`src/rtl/uart_rx_deserializer.sv`:
```
// uart_rx_deserializer: oversampled UART receiver, LSB first, 1 start bit,
// DATA_WIDTH data bits, optional parity bit, 1 stop bit.
// Optional parity support is compiled in when UART_RX_PARITY_EN is defined.
module uart_rx_deserializer #(
  parameter int DATA_WIDTH     = 8,
  parameter int PRESCALE_WIDTH = 6
) (
  input  logic                      clk,
  input  logic                      rst,
  input  logic                      rx_in,
  input  logic                      rx_enable,
  input  logic [PRESCALE_WIDTH-1:0] prescale,
`ifdef UART_RX_PARITY_EN
  input  logic                      par_type,
  output logic                      par_error,
`endif
  output logic [DATA_WIDTH-1:0]     p_data,
  output logic                      data_valid,
  output logic                      framing_error,
  output logic                      busy
);

  localparam int PW  = PRESCALE_WIDTH;
  localparam int BCW = (DATA_WIDTH > 1) ? $clog2(DATA_WIDTH) : 1;

  typedef enum logic [2:0] {
    S_IDLE,
    S_START,
    S_DATA,
    S_PARITY,
    S_STOP
  } state_e;

  state_e                state_q, state_d;
  logic                  sync1_q, rx_s_q;
  logic [PW-1:0]         cnt_q, cnt_d;
  logic [PW-1:0]         presc_q, presc_d;
  logic [2:0]            samp_q, samp_d;
  logic                  bit_q, bit_d;
  logic [DATA_WIDTH-1:0] shift_q, shift_d;
  logic [BCW-1:0]        bcnt_q, bcnt_d;
  logic [DATA_WIDTH-1:0] pdata_q, pdata_d;
  logic                  dv_q, dv_d;
  logic                  fe_q, fe_d;
`ifdef UART_RX_PARITY_EN
  logic                  ptype_q, ptype_d;
  logic                  perr_q, perr_d;
  logic                  pe_q, pe_d;
`endif

  logic [PW-1:0] half;
  logic          bit_end;
  logic          presc_legal;

  assign half        = presc_q >> 1;
  assign bit_end     = (cnt_q == presc_q - PW'(1));
  assign presc_legal = (prescale == PW'(8)) || (prescale == PW'(16)) ||
                       (prescale == PW'(32));

  function automatic logic maj3(input logic [2:0] s);
    return (s[0] & s[1]) | (s[0] & s[2]) | (s[1] & s[2]);
  endfunction

  // Two-flop synchronizer for the asynchronous serial line (idles high).
  always_ff @(posedge clk or posedge rst) begin
    if (rst) begin
      sync1_q <= 1'b1;
      rx_s_q  <= 1'b1;
    end else begin
      sync1_q <= rx_in;
      rx_s_q  <= sync1_q;
    end
  end

  // FSM state register.
  always_ff @(posedge clk or posedge rst) begin
    if (rst) state_q <= S_IDLE;
    else     state_q <= state_d;
  end

  // Next state, bit timing, majority vote, shift register and output pulses.
  always_comb begin
    state_d = state_q;
    cnt_d   = cnt_q;
    presc_d = presc_q;
    samp_d  = samp_q;
    bit_d   = bit_q;
    shift_d = shift_q;
    bcnt_d  = bcnt_q;
    pdata_d = pdata_q;
    dv_d    = 1'b0;
    fe_d    = 1'b0;
`ifdef UART_RX_PARITY_EN
    ptype_d = ptype_q;
    perr_d  = perr_q;
    pe_d    = 1'b0;
`endif

    // Three samples around mid-bit, vote registered two counts later.
    if (state_q != S_IDLE) begin
      cnt_d = bit_end ? '0 : cnt_q + PW'(1);
      if (cnt_q == half - PW'(1)) samp_d[0] = rx_s_q;
      if (cnt_q == half)          samp_d[1] = rx_s_q;
      if (cnt_q == half + PW'(1)) samp_d[2] = rx_s_q;
      if (cnt_q == half + PW'(2)) bit_d     = maj3(samp_q);
    end

    case (state_q)
      S_IDLE: begin
        cnt_d = '0;
        if (rx_enable && !rx_s_q) begin
          state_d = S_START;
          presc_d = presc_legal ? prescale : PW'(8);
`ifdef UART_RX_PARITY_EN
          ptype_d = par_type;
`endif
        end
      end
      S_START: begin
        if (bit_end) begin
          if (bit_q) state_d = S_IDLE;  // start bit did not hold: glitch
          else begin
            state_d = S_DATA;
            bcnt_d  = '0;
          end
        end
      end
      S_DATA: begin
        if (bit_end) begin
          shift_d = {bit_q, shift_q[DATA_WIDTH-1:1]};
          bcnt_d  = bcnt_q + BCW'(1);
          if (bcnt_q == BCW'(DATA_WIDTH - 1)) begin
`ifdef UART_RX_PARITY_EN
            state_d = S_PARITY;
`else
            state_d = S_STOP;
`endif
          end
        end
      end
`ifdef UART_RX_PARITY_EN
      S_PARITY: begin
        if (bit_end) begin
          perr_d  = bit_q ^ (^shift_q) ^ ptype_q;
          state_d = S_STOP;
        end
      end
`endif
      S_STOP: begin
        if (bit_end) begin
          if (!bit_q) fe_d = 1'b1;
`ifdef UART_RX_PARITY_EN
          if (perr_q) pe_d = 1'b1;
          if (bit_q && !perr_q) begin
`else
          if (bit_q) begin
`endif
            pdata_d = shift_q;
            dv_d    = 1'b1;
          end
          // Next start bit may follow the stop bit directly.
          state_d = (rx_enable && !rx_s_q) ? S_START : S_IDLE;
        end
      end
      default: state_d = S_IDLE;
    endcase

    // Disabling the receiver drops any frame in progress silently.
    if (state_q != S_IDLE && !rx_enable) begin
      state_d = S_IDLE;
      cnt_d   = '0;
      pdata_d = pdata_q;
      dv_d    = 1'b0;
      fe_d    = 1'b0;
`ifdef UART_RX_PARITY_EN
      pe_d    = 1'b0;
`endif
    end
  end

  // Datapath and output registers.
  always_ff @(posedge clk or posedge rst) begin
    if (rst) begin
      cnt_q   <= '0;
      presc_q <= PW'(8);
      samp_q  <= '0;
      bit_q   <= 1'b0;
      shift_q <= '0;
      bcnt_q  <= '0;
      pdata_q <= '0;
      dv_q    <= 1'b0;
      fe_q    <= 1'b0;
`ifdef UART_RX_PARITY_EN
      ptype_q <= 1'b0;
      perr_q  <= 1'b0;
      pe_q    <= 1'b0;
`endif
    end else begin
      cnt_q   <= cnt_d;
      presc_q <= presc_d;
      samp_q  <= samp_d;
      bit_q   <= bit_d;
      shift_q <= shift_d;
      bcnt_q  <= bcnt_d;
      pdata_q <= pdata_d;
      dv_q    <= dv_d;
      fe_q    <= fe_d;
`ifdef UART_RX_PARITY_EN
      ptype_q <= ptype_d;
      perr_q  <= perr_d;
      pe_q    <= pe_d;
`endif
    end
  end

  assign p_data        = pdata_q;
  assign data_valid    = dv_q;
  assign framing_error = fe_q;
  assign busy          = (state_q != S_IDLE);
`ifdef UART_RX_PARITY_EN
  assign par_error     = pe_q;
`endif

endmodule

```
`config.mk`:
```
export PLATFORM = sky130hd
export DESIGN_NAME = uart_rx_deserializer
export DESIGN_NICKNAME = d
export VERILOG_FILES = /design/src/rtl/uart_rx_deserializer.sv
export SDC_FILE = /design/constraint.sdc
export NUM_CORES = 1
export LEC_CHECK = 0
export CAP_MARGIN = 10
export CORE_MARGIN = 4
export CORE_UTILIZATION = 44
export CTS_CLUSTER_SIZE = 28
export DETAILED_ROUTE_END_ITERATION = 7
export SLEW_MARGIN = 20
export SYNTH_ARGS = -nofsm -noshare
export SYNTH_HDL_FRONTEND = slang
export SYNTH_SLANG_ARGS = --single-unit
```
`constraint.sdc`:
```
create_clock -name clk -period 2.7 [get_ports clk]
set_clock_uncertainty 0.15 [all_clocks]
set_input_delay 0.54 -clock clk [delete_from_list [all_inputs] [get_ports clk]]
set_output_delay 0.54 -clock clk [all_outputs]
set_load 0.05 [all_outputs]
```
==> results of run 1 <==
report_power, final:
part / leakage, nW / internal, mW / switching, mW
logic: 0.587 / 0.0347 / 0.0443
registers: 0.573 / 0.640 / 0.00914
clock network: 0.0483 / 0.182 / 0.231
cells in the mapped netlist, types with 3 or more instances:
library cell | instances | area, um^2
a21boi_0 | 3 | 22.5
a21oi_1 | 4 | 20.0
and2_1 | 6 | 37.5
buf_2 | 3 | 15.0
clkbuf_1 | 4 | 15.0
dfrtp_1 | 39 | 976
dfstp_2 | 3 | 78.8
ha_1 | 10 | 125
inv_1 | 13 | 48.8
mux2_2 | 19 | 214
nand2_1 | 10 | 37.5
nand2b_1 | 4 | 25.0
nand3_1 | 11 | 55.1
nor2_1 | 13 | 48.8
nor3_1 | 6 | 30.0
nor4_1 | 3 | 18.8
o21ai_0 | 5 | 25.0
xnor2_1 | 15 | 131
xor2_1 | 9 | 78.8
worst max path at each step:
| stage | startpoint | endpoint | cells after the start |
|---|---|---|---|
| 6_report | state_q[1]$_DFFE_PP0P_ | busy | 2 |
| 5_1_grt | presc_q[2]$_DFFE_PP0P_ | shift_q[5]$_DFFE_PP0P_ | 8 |
| 4_1_cts | state_q[1]$_DFFE_PP0P_ | busy | 2 |
| 3_5_place_dp | presc_q[3]$_DFFE_PP1P_ | bcnt_q[0]$_DFFE_PP0P_ | 7 |
| 3_3_place_gp | presc_q[3]$_DFFE_PP1P_ | samp_q[0]$_DFFE_PP0P_ | 7 |
| 2_1_floorplan | presc_q[2]$_DFFE_PP0P_ | p_data[0]$_DFFE_PP0P_ | 7 |
per-stage QoR:
stage          worst slack (ps)  cells
3_5_place_dp                198    308
5_1_grt                    44.2    316
4_1_cts                    94.2    316
6_report                    116    316
2_1_floorplan               216    218
3_3_place_gp                211    308
layout make-up:
class,count,area (um^2)
inverters,13,48.8
clock buffers,5,68.8
flip-flops and latches,42,1050
repair buffers,29,268
fillers,483,2380
clock inverters,3,18.8
multi-input cells,154,1220
well taps,70,87.6
metal layers:
layer	wire, um	global-route usage, %
met1	2420	24.3
met2	1970	22.6
met3	130	3.66
met4	46	4.05
met5	0	0
cell families (layout without fill, tap and decap cells):
| group | Yosys count | count (layout) | synth area share [%] |
|---|---|---|---|
| mux | 22 | 22 | 10.4 |
| flops | 42 | 42 | 44.7 |
| xor+xnor | 25 | 25 | 9.59 |
| compound gates | 26 | 26 | 8.63 |
| fa+ha+maj | 11 | 11 | 5.72 |
| buf+inv | 22 | 50 | 3.81 |
| simple gates | 70 | 70 | 17.2 |
flip-flops by register name, summed over array words and instances, names as in the netlist:
name	count
samp_q	3
bit_q	1
cnt_q	6
shift_q	8
state_q	3
bcnt_q	3
presc_q	6
rx_s_q	1
data_valid	1
sync1_q	1
framing_error	1
p_data	8
==> flow_metrics.tcl, run 1 <==
set metrics [dict create \
    r2r_slack_ps 170 \
    final_util_pct 53.8 \
    reg2regPathDepth 7 \
    slew_headroom_pct 56.9 \
    grt_overflow 0 \
    drive_gt1_share_pct 18.3 \
    drc 0 \
    synth_edf_count 0 \
    die_area_mm2 0.00660 \
    mostFrequentLayoutCell "dfrtp_1" \
    crit_type "reg2out" \
    port_buffers 20 \
    cts.sinks 42 \
    cp_max_fo 6 \
    vias_per_cell 5.14 \
    grt_pass1_wl_mm 8.02 \
    area_growth_pct 17.0 \
    grt_max_degree 43 \
    synth_top_flop_cell "dfrtp_1" \
    fin_crit_ps 2580 \
    syn_nets 238 \
    gp_congestion 0.907 \
    ir_worst_vdd_uv 264 \
    hold_slack_ps 212 \
    cts_buffers 5 \
    clk-insertion-delay-late_ps 290 \
    p_leak_nw 1.21 \
    antenna_found_initial 0 \
    cp-start-kind "flop" \
    dr.first_iter.drc_count 64 \
    ys_seq_area_share_pct 44.7 \
    synthesis.area_mm2 0.00236 \
    worst_pin_slew_ps 643 \
    coreArea_mm2 0.00514 \
    num_antenna_cells 0 \
    ys_warn_count 0 \
    power_density_mw_per_mm2 413 \
    die_w_um 81.3 \
    synth_seq_cells 42 \
    drtAntennaViolNets 0 \
    critPathArrivalTime_ps 1890 \
    r2r_end "bcnt_q[0]$_DFFE_PP0P_" \
    cp-end-kind "output port" \
    fp.dieH_um 81.3 \
    initial_utilization_pct 46.0 \
    fin_crit_sh_pct 95.7 \
    postSynthAreaPerCell_um2 10.8 \
    stdcell_area_mm2 0.00276 \
    cts_tree "yes" \
    routed_wirelength_mm 4.56 \
    crit_buf_inv 1 \
    wl_per_cell_um 14.4 \
    post_cts_buffers 0 \
    dr.pass1.iters 4 \
    maxCapViolCount 0 \
    r2r-start "presc_q[3]$_DFFE_PP1P_" \
    rsz0062_at_grt "no" \
    cts.clk_slew.worst_paths_ps 90 \
    whs_endpoint "rx_s_q$_DFF_PP1_" \
    clockBufferDepth 2 \
    setup_viol 0 \
    critPathRequiredTime_ps 2010 \
    power.total_mw 1.14 \
    hold_violations 0 \
    root_buffer "clkbuf_8" \
    holdBufCountCts 0 \
    nets 265 \
    layout_common_cells "dfrtp_1, clkdlybuf4s50_1, mux2_2" \
    grt_pass1_vias 1591 \
    dpl_cell_area_mm2 0.00268 \
    vias 1624 \
    ys_async_sr_fraction_pct 100 \
    rows 26 \
    h-tree-depth 2 \
    cp_cell_sequence "or3_1, clkdlybuf4s50_1" \
    synthCells 218 \
    hold_class "reg2reg" \
    cpMaxStageDelayCell "clkdlybuf4s50_1" \
    cpPeakStageDelay_ps 730 \
    grt_usage_pct 15.9 \
    postCtsResizedCells 0 \
    fin_tns_setup_ps 0 \
    fmax_ghz 0.387 \
    crit_family "buffers and inverters" \
    num_io_pins 21 \
    run_status "finished, final reports clean" \
    yosysUniqueCellTypes 46 \
    min_path_cells 0 \
    dpl.hpwl_mm 3.31 \
    hp-start "sync1_q$_DFF_PP1_" \
    finalMaxSlewViolations 0 \
]
Note: power is estimated with default switching activity, not from simulation.
==> run 2, diff against run 1 <==
--- a/config.mk
+++ b/config.mk
@@ -10,6 +10,7 @@
 export CORE_UTILIZATION = 44
 export CTS_CLUSTER_SIZE = 28
 export DETAILED_ROUTE_END_ITERATION = 7
+export SETUP_SLACK_MARGIN = 0.2
 export SLEW_MARGIN = 20
 export SYNTH_ARGS = -nofsm -noshare
 export SYNTH_HDL_FRONTEND = slang
==> run 2 against run 1 <==
Core utilization increased by 1.1 points; sequential power about the same; register-to-register slack improved by 100 ps; non-clock buffer count increased by 4; worst setup slack improved by 160 ps; largest power group unchanged.
==> flow_metrics.tcl, run 2 (synthesis gave the netlist of run 1 again) <==
set metrics [dict create \
    run_status "finished, final reports clean" \
    rows 26 \
    p_leak_nw 1.23 \
    routed_wirelength_mm 4.76 \
    num_antenna_cells 0 \
    reg2regPathDepth 6 \
    grt_pass1_vias 1605 \
    dr.first_iter.drc_count 62 \
    maxCapViolCount 0 \
    hold_violations 0 \
    fin_tns_setup_ps 0 \
    port_buffers 20 \
    mostFrequentLayoutCell "dfrtp_1" \
    grt_max_degree 43 \
    slew_headroom_pct 56.0 \
    critPathArrivalTime_ps 2460 \
    fin_crit_ps 2430 \
    h-tree-depth 2 \
    grt_pass1_wl_mm 8.05 \
    gp_congestion 0.907 \
    cp-end-kind "flop" \
    drtAntennaViolNets 0 \
    setup_viol 0 \
    grt_usage_pct 16.0 \
    r2r_end "bcnt_q[0]$_DFFE_PP0P_" \
    fin_crit_sh_pct 89.9 \
    clk-insertion-delay-late_ps 290 \
    die_area_mm2 0.00660 \
    ir_worst_vdd_uv 264 \
    hp-start "sync1_q$_DFF_PP1_" \
    r2r-start "presc_q[3]$_DFFE_PP1P_" \
    antenna_found_initial 0 \
    initial_utilization_pct 46.0 \
    clockBufferDepth 2 \
    cts.clk_slew.worst_paths_ps 80 \
    crit_type "reg2reg" \
    r2r_slack_ps 270 \
    cts.sinks 42 \
    power_density_mw_per_mm2 406 \
    vias 1676 \
    rsz0062_at_grt "yes" \
    vias_per_cell 5.24 \
    fillers 476 \
    cp-start-kind "flop" \
    nets 269 \
    wl_per_cell_um 14.9 \
    finalMaxSlewViolations 0 \
    cts_buffers 5 \
    hold_class "reg2reg" \
    grt_overflow 0 \
    dpl.hpwl_mm 3.31 \
    dr.pass1.iters 4 \
    drc 0 \
    num_io_pins 21 \
    min_path_cells 0 \
    final_util_pct 54.9 \
    layout_common_cells "dfrtp_1, mux2_2, clkdlybuf4s50_1" \
    fp.dieH_um 81.3 \
    cp_max_fo 8 \
    worst_pin_slew_ps 655 \
    area_growth_pct 19.4 \
    drive_gt1_share_pct 21.6 \
    cts_tree "yes" \
    root_buffer "clkbuf_8" \
    critPathRequiredTime_ps 2730 \
    whs_endpoint "rx_s_q$_DFF_PP1_" \
    die_w_um 81.3 \
    fmax_ghz 0.412 \
    coreArea_mm2 0.00514 \
]
[run 2: how the worst max path moves through the flow]
stage	from	to	cells after the start
2_1_floorplan	presc_q[2]$_DFFE_PP0P_	p_data[0]$_DFFE_PP0P_	7
3_3_place_gp	presc_q[3]$_DFFE_PP1P_	samp_q[0]$_DFFE_PP0P_	7
3_5_place_dp	presc_q[3]$_DFFE_PP1P_	bcnt_q[0]$_DFFE_PP0P_	7
4_1_cts	presc_q[3]$_DFFE_PP1P_	bcnt_q[0]$_DFFE_PP0P_	7
5_1_grt	presc_q[3]$_DFFE_PP1P_	shift_q[5]$_DFFE_PP0P_	8
6_report	presc_q[3]$_DFFE_PP1P_	bcnt_q[0]$_DFFE_PP0P_	6
[run 2: final cells by class]
type	instances	area (um^2)	area share [%]
clock buffer	5	68.8	2.44
multi-input combinational	154	1240	43.9
clock inverter	3	18.8	0.665
inverter	13	48.8	1.73
tap	70	87.6	3.11
timing repair buffer	33	304	10.8
sequential	42	1050	37.4
[run 2: timing repair]
action                     4_1_cts  5_1_grt
pin swaps                        0        4
gates resized for setup          1        9
setup endpoints to repair        3       21
hold buffers                     0        0
setup buffers                    2        2
[run 2: per-layer routing]
metal	wire length [um]	vias up	global-route usage, %
li1	-	833	-
met5	0	-	0
met1	2440	815	24.4
met2	2090	23	22.6
met4	46	0	4.05
met3	184	5	3.66
[run 2: power by group]
group          switching, mW  internal [mW]  total [mW]
sequential           0.00911          0.640       0.649
combinational         0.0460         0.0354      0.0814
clock                  0.232          0.182       0.414
total                  0.287          0.858        1.14
[run 2: per-stage QoR]
| stage | hold slack (ps) | setup slack (ps) | total power [mW] | cells | instance area (um^2) |
|---|---|---|---|---|---|
| 5_1_grt | 210 | 179 | 1.20 | 320 | 2820 |
| 3_5_place_dp | 201 | 198 | 0.743 | 308 | 2680 |
| 4_1_cts | 210 | 215 | 1.16 | 318 | 2780 |
| 6_report | 211 | 274 | 1.14 | 320 | 2820 |
| 2_1_floorplan | 195 | 216 | 0.710 | 218 | 2360 |
| 3_3_place_gp | 195 | 211 | 0.742 | 308 | 2680 |
[run 2: worst max-delay path, cell delays in order (launching register included)]
cell and delay (ps):
dfstp_2 620, buf_4 140, xor2_1 220, xnor2_1 200, nand2_2 180, or4_4 530
mux2_2 270
